--- config.mk ---
export PLATFORM = sky130hd
export DESIGN_NAME = usb_ep_array
export DESIGN_NICKNAME = d
export VERILOG_FILES = /design/src/rtl/usb_ep_array_pkg.sv /design/src/rtl/usb_ep_pipe.sv /design/src/rtl/usb_ep_array.sv
export SDC_FILE = /design/constraint.sdc
export NUM_CORES = 1
export LEC_CHECK = 0
export ABC_AREA = 1
export CAP_MARGIN = 20
export CORE_MARGIN = 2
export CORE_UTILIZATION = 45
export CTS_CLUSTER_DIAMETER = 200
export CTS_CLUSTER_SIZE = 25
export DETAILED_ROUTE_END_ITERATION = 8
export PLACE_DENSITY = 0.63
export REMOVE_ABC_BUFFERS = 1
export SYNTH_ARGS = -nofsm -noshare
export SYNTH_HDL_FRONTEND = slang
export SYNTH_SLANG_ARGS = --single-unit
--- constraint.sdc ---
create_clock -name clk -period 3.6 [get_ports clk]
set_input_delay 0.36 -clock clk [delete_from_list [all_inputs] [get_ports clk]]
set_output_delay 0.36 -clock clk [all_outputs]
set_load 0.02 [all_outputs]
--- src/rtl/usb_ep_array_pkg.sv ---
`default_nettype none
// ============================================================================
//  Module      : usb_ep_array_pkg
//  Description : Shared handshake encoding, CPU register offsets and control
//                bit positions for the USB endpoint array.
//  Revision    : 1.0 - initial release
// ============================================================================
package usb_ep_array_pkg;

    // Handshake codes presented to the usb core
    typedef enum logic [1:0] {
        HS_ACK   = 2'b00,
        HS_NONE  = 2'b01,
        HS_NAK   = 2'b10,
        HS_STALL = 2'b11
    } hs_e;

    // CPU register offsets within a pipe window
    localparam logic [1:0] C_REG_CTRL = 2'd0;
    localparam logic [1:0] C_REG_LEN0 = 2'd2;
    localparam logic [1:0] C_REG_LEN1 = 2'd3;

    // reg0 write bit positions
    localparam int C_BIT_ARM0      = 0;
    localparam int C_BIT_ARM1      = 1;
    localparam int C_BIT_SET_STALL = 2;
    localparam int C_BIT_CLR_STALL = 3;
    localparam int C_BIT_CLR_TOG   = 4;
    localparam int C_BIT_CLR_SETUP = 5;
    localparam int C_BIT_ENABLE    = 6;
    localparam int C_BIT_DISABLE   = 7;

endpackage : usb_ep_array_pkg
`default_nettype wire

--- src/rtl/usb_ep_pipe.sv ---
`default_nettype none
// ============================================================================
//  Module      : usb_ep_pipe
//  Description : State of one endpoint pipe (one endpoint, one direction):
//                double-bank ownership, current bank, bank lengths, data
//                toggle, stall, setup flag and per-bank done flags.
//  Ports       : complete    - ACKed transaction finished on this pipe
//                setup_done  - ACKed SETUP finished on this pipe's endpoint
//                cnt         - byte count of the finishing OUT transaction
//                ctrl_wr     - CPU reg0 write, ctrl_data carries bits [5:0]
//                len0_wr/len1_wr - CPU length writes, len_data is the value
//                release_all - endpoint disable: both banks back to the CPU
//                own..done   - current state, read by the top level
//  Revision    : 1.0 - initial release
// ============================================================================
module usb_ep_pipe
    import usb_ep_array_pkg::*;
#(
    parameter int CNT_W = 7,
    parameter bit IS_IN = 1'b0
) (
    input  logic             clk,
    input  logic             rst,
    input  logic             complete,
    input  logic             setup_done,
    input  logic [CNT_W-1:0] cnt,
    input  logic             ctrl_wr,
    input  logic [5:0]       ctrl_data,
    input  logic             len0_wr,
    input  logic             len1_wr,
    input  logic [CNT_W-1:0] len_data,
    input  logic             release_all,
    output logic [1:0]       own,
    output logic             cur,
    output logic [CNT_W-1:0] len0,
    output logic [CNT_W-1:0] len1,
    output logic             tog,
    output logic             stall,
    output logic             setup_flag,
    output logic [1:0]       done
);

    logic [1:0]       r_own,   w_own_n;
    logic             r_cur,   w_cur_n;
    logic [CNT_W-1:0] r_len0,  w_len0_n;
    logic [CNT_W-1:0] r_len1,  w_len1_n;
    logic             r_tog,   w_tog_n;
    logic             r_stall, w_stall_n;
    logic             r_setup, w_setup_n;
    logic [1:0]       r_done,  w_done_n;

    // Updates are applied in ascending priority; later assignments win.
    always_comb begin
        w_own_n   = r_own;
        w_cur_n   = r_cur;
        w_len0_n  = r_len0;
        w_len1_n  = r_len1;
        w_tog_n   = r_tog;
        w_stall_n = r_stall;
        w_setup_n = r_setup;
        w_done_n  = r_done;

        // Arming looks at ownership before this cycle, so a bank that the
        // USB side releases in the same cycle stays CPU-owned.
        if (ctrl_wr) begin
            if (ctrl_data[C_BIT_ARM0] && !r_own[0]) begin
                w_own_n[0]  = 1'b1;
                w_done_n[0] = 1'b0;
            end
            if (ctrl_data[C_BIT_ARM1] && !r_own[1]) begin
                w_own_n[1]  = 1'b1;
                w_done_n[1] = 1'b0;
            end
            if (ctrl_data[C_BIT_CLR_STALL]) w_stall_n = 1'b0;
            if (ctrl_data[C_BIT_SET_STALL]) w_stall_n = 1'b1;
            if (ctrl_data[C_BIT_CLR_SETUP]) w_setup_n = 1'b0;
        end
        if (len0_wr) w_len0_n = len_data;
        if (len1_wr) w_len1_n = len_data;

        if (complete) begin
            w_own_n[r_cur]  = 1'b0;
            w_done_n[r_cur] = 1'b1;
            w_cur_n         = ~r_cur;
            w_tog_n         = ~r_tog;
            // Received length, overflow bit included
            if (!IS_IN) begin
                if (r_cur) w_len1_n = cnt;
                else       w_len0_n = cnt;
            end
        end

        // SETUP resynchronises both directions to DATA1 and clears stall
        if (setup_done) begin
            w_tog_n   = 1'b1;
            w_stall_n = 1'b0;
            if (!IS_IN) w_setup_n = 1'b1;
        end

        if (ctrl_wr && ctrl_data[C_BIT_CLR_TOG]) w_tog_n = 1'b0;
        if (release_all) w_own_n = 2'b00;
    end

    always_ff @(posedge clk) begin
        if (rst) begin
            r_own   <= 2'b00;
            r_cur   <= 1'b0;
            r_len0  <= '0;
            r_len1  <= '0;
            r_tog   <= 1'b0;
            r_stall <= 1'b0;
            r_setup <= 1'b0;
            r_done  <= 2'b00;
        end else begin
            r_own   <= w_own_n;
            r_cur   <= w_cur_n;
            r_len0  <= w_len0_n;
            r_len1  <= w_len1_n;
            r_tog   <= w_tog_n;
            r_stall <= w_stall_n;
            r_setup <= w_setup_n;
            r_done  <= w_done_n;
        end
    end

    assign own        = r_own;
    assign cur        = r_cur;
    assign len0       = r_len0;
    assign len1       = r_len1;
    assign tog        = r_tog;
    assign stall      = r_stall;
    assign setup_flag = r_setup;
    assign done       = r_done;

endmodule : usb_ep_pipe
`default_nettype wire

--- src/rtl/usb_ep_array.sv ---
`default_nettype none
// ============================================================================
//  Module      : usb_ep_array
//  Description : NUM_EP endpoints x {OUT, IN} double-banked endpoint
//                controller. Selects the active pipe combinationally from
//                endpoint/direction_in, produces handshake/toggle/bank/
//                in_data_valid for the usb core and a CPU register window.
//  Ports       : endpoint, direction_in, setup, success, cnt - usb core side
//                toggle, handshake, bank, in_data_valid         - to usb core
//                ctrl_addr {ep,dir,reg}, ctrl_wr_strobe, ctrl_wr_data,
//                ctrl_rd_data                                   - CPU window
//                pending[{ep,dir}] - pipe has a filled/freed CPU-owned bank
//  Revision    : 1.0 - initial release
// ============================================================================
module usb_ep_array
    import usb_ep_array_pkg::*;
#(
    parameter int          NUM_EP      = 4,
    parameter int          CNT_W       = 7,
    parameter logic [15:0] ENABLE_MASK = 16'h0001
) (
    input  logic                clk,
    input  logic                rst,
    input  logic [3:0]          endpoint,
    input  logic                direction_in,
    input  logic                setup,
    input  logic                success,
    input  logic [CNT_W-1:0]    cnt,
    output logic                toggle,
    output logic [1:0]          handshake,
    output logic                bank,
    output logic                in_data_valid,
    input  logic [6:0]          ctrl_addr,
    input  logic                ctrl_wr_strobe,
    input  logic [15:0]         ctrl_wr_data,
    output logic [15:0]         ctrl_rd_data,
    output logic [2*NUM_EP-1:0] pending
);

    localparam int C_NPIPE = 2 * NUM_EP;

    // Per-pipe state collected from the pipe instances
    logic [1:0]       w_own   [C_NPIPE];
    logic [1:0]       w_done  [C_NPIPE];
    logic [CNT_W-1:0] w_len0  [C_NPIPE];
    logic [CNT_W-1:0] w_len1  [C_NPIPE];
    logic [C_NPIPE-1:0] w_cur, w_tog, w_stall, w_setup_flag;

    logic [NUM_EP-1:0] r_enable;

    // usb core side selection
    logic [4:0]       w_sel_idx;
    logic             w_ep_valid;
    logic             w_s_en;
    logic [1:0]       w_s_own;
    logic             w_s_cur, w_s_tog, w_s_stall, w_s_own_cur;
    logic [CNT_W-1:0] w_s_len_cur;
    hs_e              w_hs;
    logic             w_ack_done;

    // CPU side decode
    logic [3:0]       w_cpu_ep;
    logic [4:0]       w_cpu_idx;
    logic [1:0]       w_cpu_reg;
    logic             w_cpu_valid;
    logic             w_cpu_ctrl;
    logic             w_unused;

    assign w_sel_idx  = {endpoint, direction_in};
    assign w_ep_valid = ({1'b0, endpoint} < 5'(NUM_EP));

    assign w_cpu_ep    = ctrl_addr[6:3];
    assign w_cpu_idx   = ctrl_addr[6:2];
    assign w_cpu_reg   = ctrl_addr[1:0];
    assign w_cpu_valid = ({1'b0, w_cpu_ep} < 5'(NUM_EP));
    assign w_cpu_ctrl  = ctrl_wr_strobe && w_cpu_valid && (w_cpu_reg == C_REG_CTRL);
    assign w_unused    = ^ctrl_wr_data;

    // Selected pipe; an out-of-range index matches nothing and reads zero
    always_comb begin
        w_s_en      = 1'b0;
        w_s_own     = 2'b00;
        w_s_cur     = 1'b0;
        w_s_tog     = 1'b0;
        w_s_stall   = 1'b0;
        w_s_len_cur = '0;
        for (int p = 0; p < C_NPIPE; p++) begin
            if (w_sel_idx == 5'(p)) begin
                w_s_own     = w_own[p];
                w_s_cur     = w_cur[p];
                w_s_tog     = w_tog[p];
                w_s_stall   = w_stall[p];
                w_s_len_cur = w_cur[p] ? w_len1[p] : w_len0[p];
            end
        end
        for (int e = 0; e < NUM_EP; e++) begin
            if (endpoint == 4'(e)) w_s_en = r_enable[e];
        end
    end

    assign w_s_own_cur = w_s_cur ? w_s_own[1] : w_s_own[0];

    always_comb begin
        w_hs = HS_ACK;
        if (!w_ep_valid || !w_s_en)      w_hs = HS_STALL;
        else if (setup && !w_s_own_cur)  w_hs = HS_NONE;
        else if (setup)                  w_hs = HS_ACK;
        else if (w_s_stall)              w_hs = HS_STALL;
        else if (!w_s_own_cur)           w_hs = HS_NAK;
        else                             w_hs = HS_ACK;
    end

    // Only transactions this block actually ACKed may update pipe state
    assign w_ack_done = success && (w_hs == HS_ACK);

    assign handshake     = w_hs;
    assign toggle        = w_s_tog;
    assign bank          = w_s_cur;
    assign in_data_valid = direction_in && (cnt < w_s_len_cur);

    generate
        for (genvar p = 0; p < C_NPIPE; p++) begin : g_pipe
            localparam int C_EP = p / 2;
            logic w_is_cpu;

            assign w_is_cpu = ctrl_wr_strobe && w_cpu_valid && (w_cpu_idx == 5'(p));

            usb_ep_pipe #(
                .CNT_W (CNT_W),
                .IS_IN ((p % 2) == 1)
            ) u_pipe (
                .clk         (clk),
                .rst         (rst),
                .complete    (w_ack_done && (w_sel_idx == 5'(p))),
                .setup_done  (w_ack_done && setup && (endpoint == 4'(C_EP))),
                .cnt         (cnt),
                .ctrl_wr     (w_is_cpu && (w_cpu_reg == C_REG_CTRL)),
                .ctrl_data   (ctrl_wr_data[5:0]),
                .len0_wr     (w_is_cpu && (w_cpu_reg == C_REG_LEN0)),
                .len1_wr     (w_is_cpu && (w_cpu_reg == C_REG_LEN1)),
                .len_data    (ctrl_wr_data[CNT_W-1:0]),
                .release_all (w_cpu_ctrl && (w_cpu_ep == 4'(C_EP))
                              && ctrl_wr_data[C_BIT_DISABLE]),
                .own         (w_own[p]),
                .cur         (w_cur[p]),
                .len0        (w_len0[p]),
                .len1        (w_len1[p]),
                .tog         (w_tog[p]),
                .stall       (w_stall[p]),
                .setup_flag  (w_setup_flag[p]),
                .done        (w_done[p])
            );

            assign pending[p] = |(w_done[p] & ~w_own[p]);
        end
    endgenerate

    // Endpoint enables; disable wins over a simultaneous enable
    always_ff @(posedge clk) begin
        if (rst) begin
            r_enable <= ENABLE_MASK[NUM_EP-1:0];
        end else if (w_cpu_ctrl) begin
            for (int e = 0; e < NUM_EP; e++) begin
                if (w_cpu_ep == 4'(e)) begin
                    if (ctrl_wr_data[C_BIT_DISABLE])     r_enable[e] <= 1'b0;
                    else if (ctrl_wr_data[C_BIT_ENABLE]) r_enable[e] <= 1'b1;
                end
            end
        end
    end

    // CPU read window
    always_comb begin
        ctrl_rd_data = 16'h0000;
        for (int p = 0; p < C_NPIPE; p++) begin
            if (w_cpu_valid && (w_cpu_idx == 5'(p))) begin
                case (w_cpu_reg)
                    C_REG_CTRL: ctrl_rd_data = {8'h00, r_enable[p/2], w_setup_flag[p],
                                                w_stall[p], w_tog[p], w_cur[p],
                                                w_own[p][1], w_own[p][0], |w_done[p]};
                    C_REG_LEN0: ctrl_rd_data = 16'(w_len0[p]);
                    C_REG_LEN1: ctrl_rd_data = 16'(w_len1[p]);
                    default:    ctrl_rd_data = 16'h0000;
                endcase
            end
        end
    end

endmodule : usb_ep_array
`default_nettype wire

# After elaboration in Yosys (flattened, before gate mapping)
# Cells that the tools add are included.
dict set report word_totals {
  regBits 176
  latch_bits 0
  ram_bits 0
  rom_bits 0
  wordCells 558
  memories 0
}
dict set report classes {
  add_sub_neg 0
  mul 0
  n_div 0
  n_lt_le_gt_ge 19
  eq_ne 22
  n_shift 0
  n_mux 207
  n_bitwise 56
  n_reduce_logical 190
}
# cell count
set op_table {}
lappend op_table {{7-bit 2-to-1 mux} 40}
lappend op_table {{8-bit case mux with 3 select lines} 8}
lappend op_table {{16-bit 2-to-1 mux} 7}
lappend op_table {{1-bit logical AND} 98}
lappend op_table {{1-bit 2-to-1 mux} 98}
lappend op_table {{2-bit 2-to-1 mux} 45}
lappend op_table {{2-bit OR reduction} 32}
lappend op_table {{5-bit by 3-bit == test with 1-bit output (second input constant)} 8}
lappend op_table {{2-bit nonzero test} 18}
lappend op_table {{2-bit AND} 16}
lappend op_table {{2-bit NOT} 16}
lappend op_table {{2-bit AND reduction} 12}
lappend op_table {{5-bit by 2-bit == test with 1-bit output (second input constant)} 4}
lappend op_table {{1-bit logical NOT} 19}
lappend op_table {{4-bit by 2-bit == test with 1-bit output (second input constant)} 4}
lappend op_table {{1-bit by 2-bit less-than comparator with 1-bit output (second input constant)} 8}
lappend op_table {{1-bit NOT} 16}
lappend op_table {{2-bit OR} 8}
lappend op_table {{3-bit AND reduction} 4}
lappend op_table {{5-bit by 1-bit == test with 1-bit output (second input constant)} 2}
lappend op_table {{5-bit logical NOT} 2}
lappend op_table {{1-bit demux with 1-bit select} 8}
lappend op_table {{4-bit by 1-bit == test with 1-bit output (second input constant)} 2}
lappend op_table {{1-bit greater-or-equal comparator (second input constant)} 8}
lappend op_table {{other kinds (7)} 11}

# Logic depth before layout (Yosys ltp)
dict set report depth {
  ltp_word 21
  depth_mapped 19
  mapped_depth_nobuf 18
}

# Cells and area by module
# Synthesis repeated with hierarchy kept, for this count alone.
dict set report hier_totals {
  cells_unflattened 1745
  area_unflattened_um2 10742.8
}
# mod instances cells_per_inst area_per_inst_um2
set modules_own_cells {}
lappend modules_own_cells {{usb_ep_pipe (g_pipe[0].u_pipe ...)} 4 146 983.4}
lappend modules_own_cells {usb_ep_array 1 757 3741.1}
lappend modules_own_cells {{usb_ep_pipe (g_pipe[1].u_pipe ...)} 4 101 767.0}

# Worst setup path after synthesis
# Ideal clock, no wire load.
dict set report synth_path {
  kind {input port to output port}
  start {input endpoint[0]}
  end {output in_data_valid}
  arrival_ns 2.413
  required_ns 3.240
  slack_ns 0.827
  path_stages 13
  path_cell_list {nor2_2 -> nand2_2 -> nor2_2 -> clkbuf_1 -> nand2_1 -> o2111ai_1 -> o21ai_0 -> nand2_1 -> nor4_1 -> ha_1 -> a211oi_1 -> nand3_1 -> a21oi_1}
}
dict set report synth_via {
  elab_chain_cells 11
  word_cells_on_any_way 18
  cone_classes {order compare (1); eq/ne (7); mux (8); reduce/logical (2)}
}
# item line
set synth_rtl {}
lappend synth_rtl {{from (decl)} usb_ep_array.sv:24} ;# input logic [3:0] endpoint,
lappend synth_rtl {{5-bit logical NOT} usb_ep_array.sv:88} ;# if (w_sel_idx == 5'(p)) begin
lappend synth_rtl {{7-bit 2-to-1 mux (7 in series)} usb_ep_array.sv:88}
lappend synth_rtl {{7-bit 2-to-1 mux *} usb_ep_array.sv:88}
lappend synth_rtl {{7-bit less-than comparator *} usb_ep_array.sv:119} ;# assign in_data_valid = direction_in && (cnt < w_s_len_cur);
lappend synth_rtl {{1-bit logical AND *} usb_ep_array.sv:119}
lappend synth_rtl {{to (decl)} usb_ep_array.sv:32} ;# output logic in_data_valid,
# Every way passes the cells marked *; elsewhere a longest branch is shown, timed or not.

# Worst setup path in the final report
dict set report layout_path {
  start {input ctrl_addr[0]}
  end {output ctrl_rd_data[1]}
}
dict set report layout_via {
  elab_chain_cells 10
  word_cells_on_any_way 19
  cone_classes {eq/ne (2); mux (16); reduce/logical (1)}
}
# item line
set layout_rtl {}
lappend layout_rtl {{from (decl)} usb_ep_array.sv:33} ;# input logic [6:0] ctrl_addr,
lappend layout_rtl {{2-bit == test / 2-bit logical NOT (equally long branches)} usb_ep_array.sv:177} ;# case (w_cpu_reg)
lappend layout_rtl {{8-bit case mux with 3 select lines} usb_ep_array.sv:177}
lappend layout_rtl {{8-bit 2-to-1 mux} usb_ep_array.sv:176} ;# if (w_cpu_valid && (w_cpu_idx == 5'(p))) begin
lappend layout_rtl {{16-bit 2-to-1 mux (6 in series)} usb_ep_array.sv:176}
lappend layout_rtl {{16-bit 2-to-1 mux *} usb_ep_array.sv:176}
lappend layout_rtl {{to (decl)} usb_ep_array.sv:36} ;# output logic [15:0] ctrl_rd_data,
# Marked as above.

==> out/metrics.csv <==
stage;metric;value;unit
cts;TritonCTS clock tree;done;
placed_design;Buffers on Ports;52;
outcome;status;finished clean;
placed_design;Routability Congestion;1.040;
timing;worst slew pin tran;0.9834;ns
cts;clock tree buffer depth;2;
setup_path;Worst Setup End Kind;output pin;
placed_design;setup slack at placement;-0.3035;ns
setup_path;Slowest-stage cell, CP;clkdlybuf4s50_1;
timing;f_max;0.2899;GHz
timing;final slew viol count;0;
power;Leak;5.260;nW
detailed_routing;Via density;5.826;
timing;RSZ-0062 raised after global routing;true;
setup_path;reg2reg start;g_pipe[6].u_pipe.cur;
timing;final period utilization;95.82;%
cts;post-CTS setup buffers;0;
layout;Multi-input gate area;6011;um2
setup_path;reg2reg path depth;16;
layout;commonest cells after routing, fill and taps aside;nand2_1 (404), o21ai_0 (230), inv_1 (199);
grt;gr usage total;37.68;%
layout;fill cell count;2391;
logic_synthesis;synth top area cells;dfxtp_1 (33%), nand2_1 (14%), o21ai_0 (11%);
floorplan;Die Ht;158.8;um
detailed_routing;Post-DRT Antenna Nets;0;
logic_synthesis;Syn Area/Cell;6.334;um2
layout;Final Cell Area;12950;um2
timing;Tmin final;3.450;ns
logic_synthesis;Netlist cell types;45;
logic_synthesis;post-synth top area share;32.68;%
power;maximum VDD drop;273.7;uV
setup_path;Crit path depth;10;
detailed_routing;First DRT Iteration DRCs;1691;
layout;Register Area;3525;um2
cts;total CTS buffers;17;
setup_path;Largest stage delay, worst path;0.58;ns
flow_run;max_cap viols;0;
worst_hold_path;Worst Hold Class;input pin to flop;
grt;grt total ovfl;0;
placed_design;DP Wirelength;35040;um
logic_synthesis;Yosys top cell by area;dfxtp_1;
detailed_routing;Vias;12440;
floorplan;initial core utilization;45.93;%
cts;Root Driver;clkbuf_16;
timing;final setup fails;0;
detailed_routing;DRC Markers;0;
cts;Worst-path clk slew;0.08;ns
placed_design;placed cells;2103;
setup_path;Arr. time, crit path;3.09;ns
grt;wire length of the first global-routing pass;71830;um
floorplan;Cell Rows;56;
floorplan;Die X;158.8;um
floorplan;Core ar.;23470;um2
setup_path;CP max FO;20;
setup_path;crit path cell chain;clkdlybuf4s50_1 -> nor2_4 -> inv_1 -> buf_12 -> o22ai_1 -> o21ai_0 -> o2111ai_1 -> a21oi_1 -> o2111ai_1 -> clkdlybuf4s50_1;
worst_hold_path;hold_sp;rst;
cts;clk_lat worst skew;0.45;ns
cts;CTS hold repair buffers;0;
logic_synthesis;register bit total from synthesis;176;
layout;leading cell type in the layout, fill and taps excluded;nand2_1;
timing;final count of hold timing violations;0;
layout;fin cells;2135;
logic_synthesis;post-synthesis sequential area ratio;32.68;%
layout;layout cells sized above 1;12.06;%
layout;ANT cells;0;
timing;Setup Skew;0.01545;ns
floorplan;die area;25210;um2
power;Cell Pwr Density;331.5;nW/um2
logic_synthesis;Ys Warns;0;
logic_synthesis;Cells after Synth;1702;
grt;largest net degree at the start of global routing;80;
grt;initial antenna violation count;1;
detailed_routing;drt first pass iters;6;
timing;Max-slew headroom;34.13;%
timing;final hold slack;0.3947;ns
grt;M1 GR Usage;54.47;%
cts;CTS HTree Levels;4;
setup_path;delay-heaviest family, CP;buffers and inverters;
setup_path;CP startpoint kind;input pin;
timing;setup ws final;0.1505;ns
detailed_routing;final wirelength;47680;um
layout;Area growth syn-to-layout;20.16;%
setup_path;worst path required time;3.24;ns
detailed_routing;WL/cell;22.33;um
grt;global route hottest layer;met2;
timing;setup tns final;0;ns
setup_path;CP Buf/Inv Count;4;
setup_path;Critical Path Start;ctrl_addr[0];
grt;vias in the first global route;11270;
logic_synthesis;Cell Area, Synth;10780;um2
cts;clk sink count;176;
grt;met3 Usage GRT;6.740;%
worst_hold_path;WHS Path Cells;2;
placed_design;dpl cell area;12360;um2
floorplan;IO Pins;69;
setup_path;CP Class;input pin to output pin;
grt;met2 GRT Util;56.49;%
layout;Nets;1849;
==> layer usage <==
metal	wire length, um	vias up	share of wire (%)
li1	-	5852	-
met1	20670	5723	43
met2	20080	756	42
met3	5172	107	11
met4	1753	0	3.7
met5	0	-	0
==> path summary, 6_finish.rpt <==
kind / to / slack [ns]
setup / recovery: ctrl_rd_data[1] / 0.15
hold / removal: g_pipe[7].u_pipe.cur / 0.39
setup reg to reg: g_pipe[7].u_pipe.cur / 1.22
hold reg to reg: g_pipe[3].u_pipe.done[0] / 0.47
==> cell usage after synthesis (all sizes together) <==
library cell,count
o221ai,21
o22ai,28
buf,24
o21ai,232
clkbuf,74
nand4,22
or2,2
a22o,5
nor2,158
a221oi,13
a21oi,171
ha,6
a211oi,4
dfxtp,176
nor4,1
o2111ai,8
conb,1
nand3,56
a22oi,2
o31ai,14
nor3,3
inv,215
mux2i,1
nand2,421
o21bai,2
o211ai,25
clkinv,7
a31oi,10
==> state kept, by name, indices dropped and copies added (netlist names) <==
| signal | cells |
|---|---|
| g_pipe.u_pipe.len0 | 56 |
| g_pipe.u_pipe.len1 | 56 |
| g_pipe.u_pipe.done | 16 |
| g_pipe.u_pipe.own | 16 |
| g_pipe.u_pipe.cur | 8 |
| g_pipe.u_pipe.stall | 8 |
| g_pipe.u_pipe.tog | 8 |
| g_pipe.u_pipe.setup_flag | 4 |
| r_enable | 4 |
==> area by class of cell <==
cell class              instances  share of cell area (%)
multi-input cells            1213                   46.40
flip-flops and latches        176                   27.21
repair buffers                173                   12.31
inverters                     222                   6.520
clock buffers                  20                   3.603
well taps                     319                   3.081
clock inverters                12                  0.8790
==> worst register-to-register path, cell delays in order (launching register included) <==
cell	delay, ns
dfxtp_1	0.54
inv_1	0.25
nand2_2	0.14
buf_4	0.11
o21ai_2	0.04
inv_2	0.05
nand2_2	0.06
inv_2	0.07
nand2_2	0.06
nand2_4	0.07
buf_12	0.21
nand2_4	0.10
inv_4	0.14
buf_12	0.14
nand3_1	0.14
nand2_1	0.09
nor2_1	0.04
==> power breakdown <==
part | switching [W] | internal (W)
logic | 0.000310 | 0.000134
clock network | 0.000926 | 0.000974
registers | 0.00000251 | 0.00195
total | 0.00124 | 0.00306
==> logic make-up after synthesis <==
| kind of cell | after synthesis | synth area share (%) |
|---|---|---|
| mux | 1 | 0.09285 |
| simple gates | 663 | 26.33 |
| buf+inv | 320 | 12.05 |
| flops | 176 | 32.68 |
| compound gates | 535 | 28.11 |
| fa+ha+maj | 6 | 0.6964 |
| other cells | 1 | 0.03479 |
==> through the flow <==
step,power (W),utilization (%)
final,0.004294,55.19
after global routing,0.004381,55.19
after CTS,0.004277,55.14
after detailed placement,0.002424,52.66
after global placement,0.002424,52.66
after floorplan,0.002146,-
==> timing repair <==
| action | CTS | global route |
|---|---|---|
| pin swaps | 0 | 1 |
| resized for setup | 3 | 7 |
| endpoints found under the setup margin | 1 | 2 |
No activity file was read; power rests on OpenSTA's default activity.
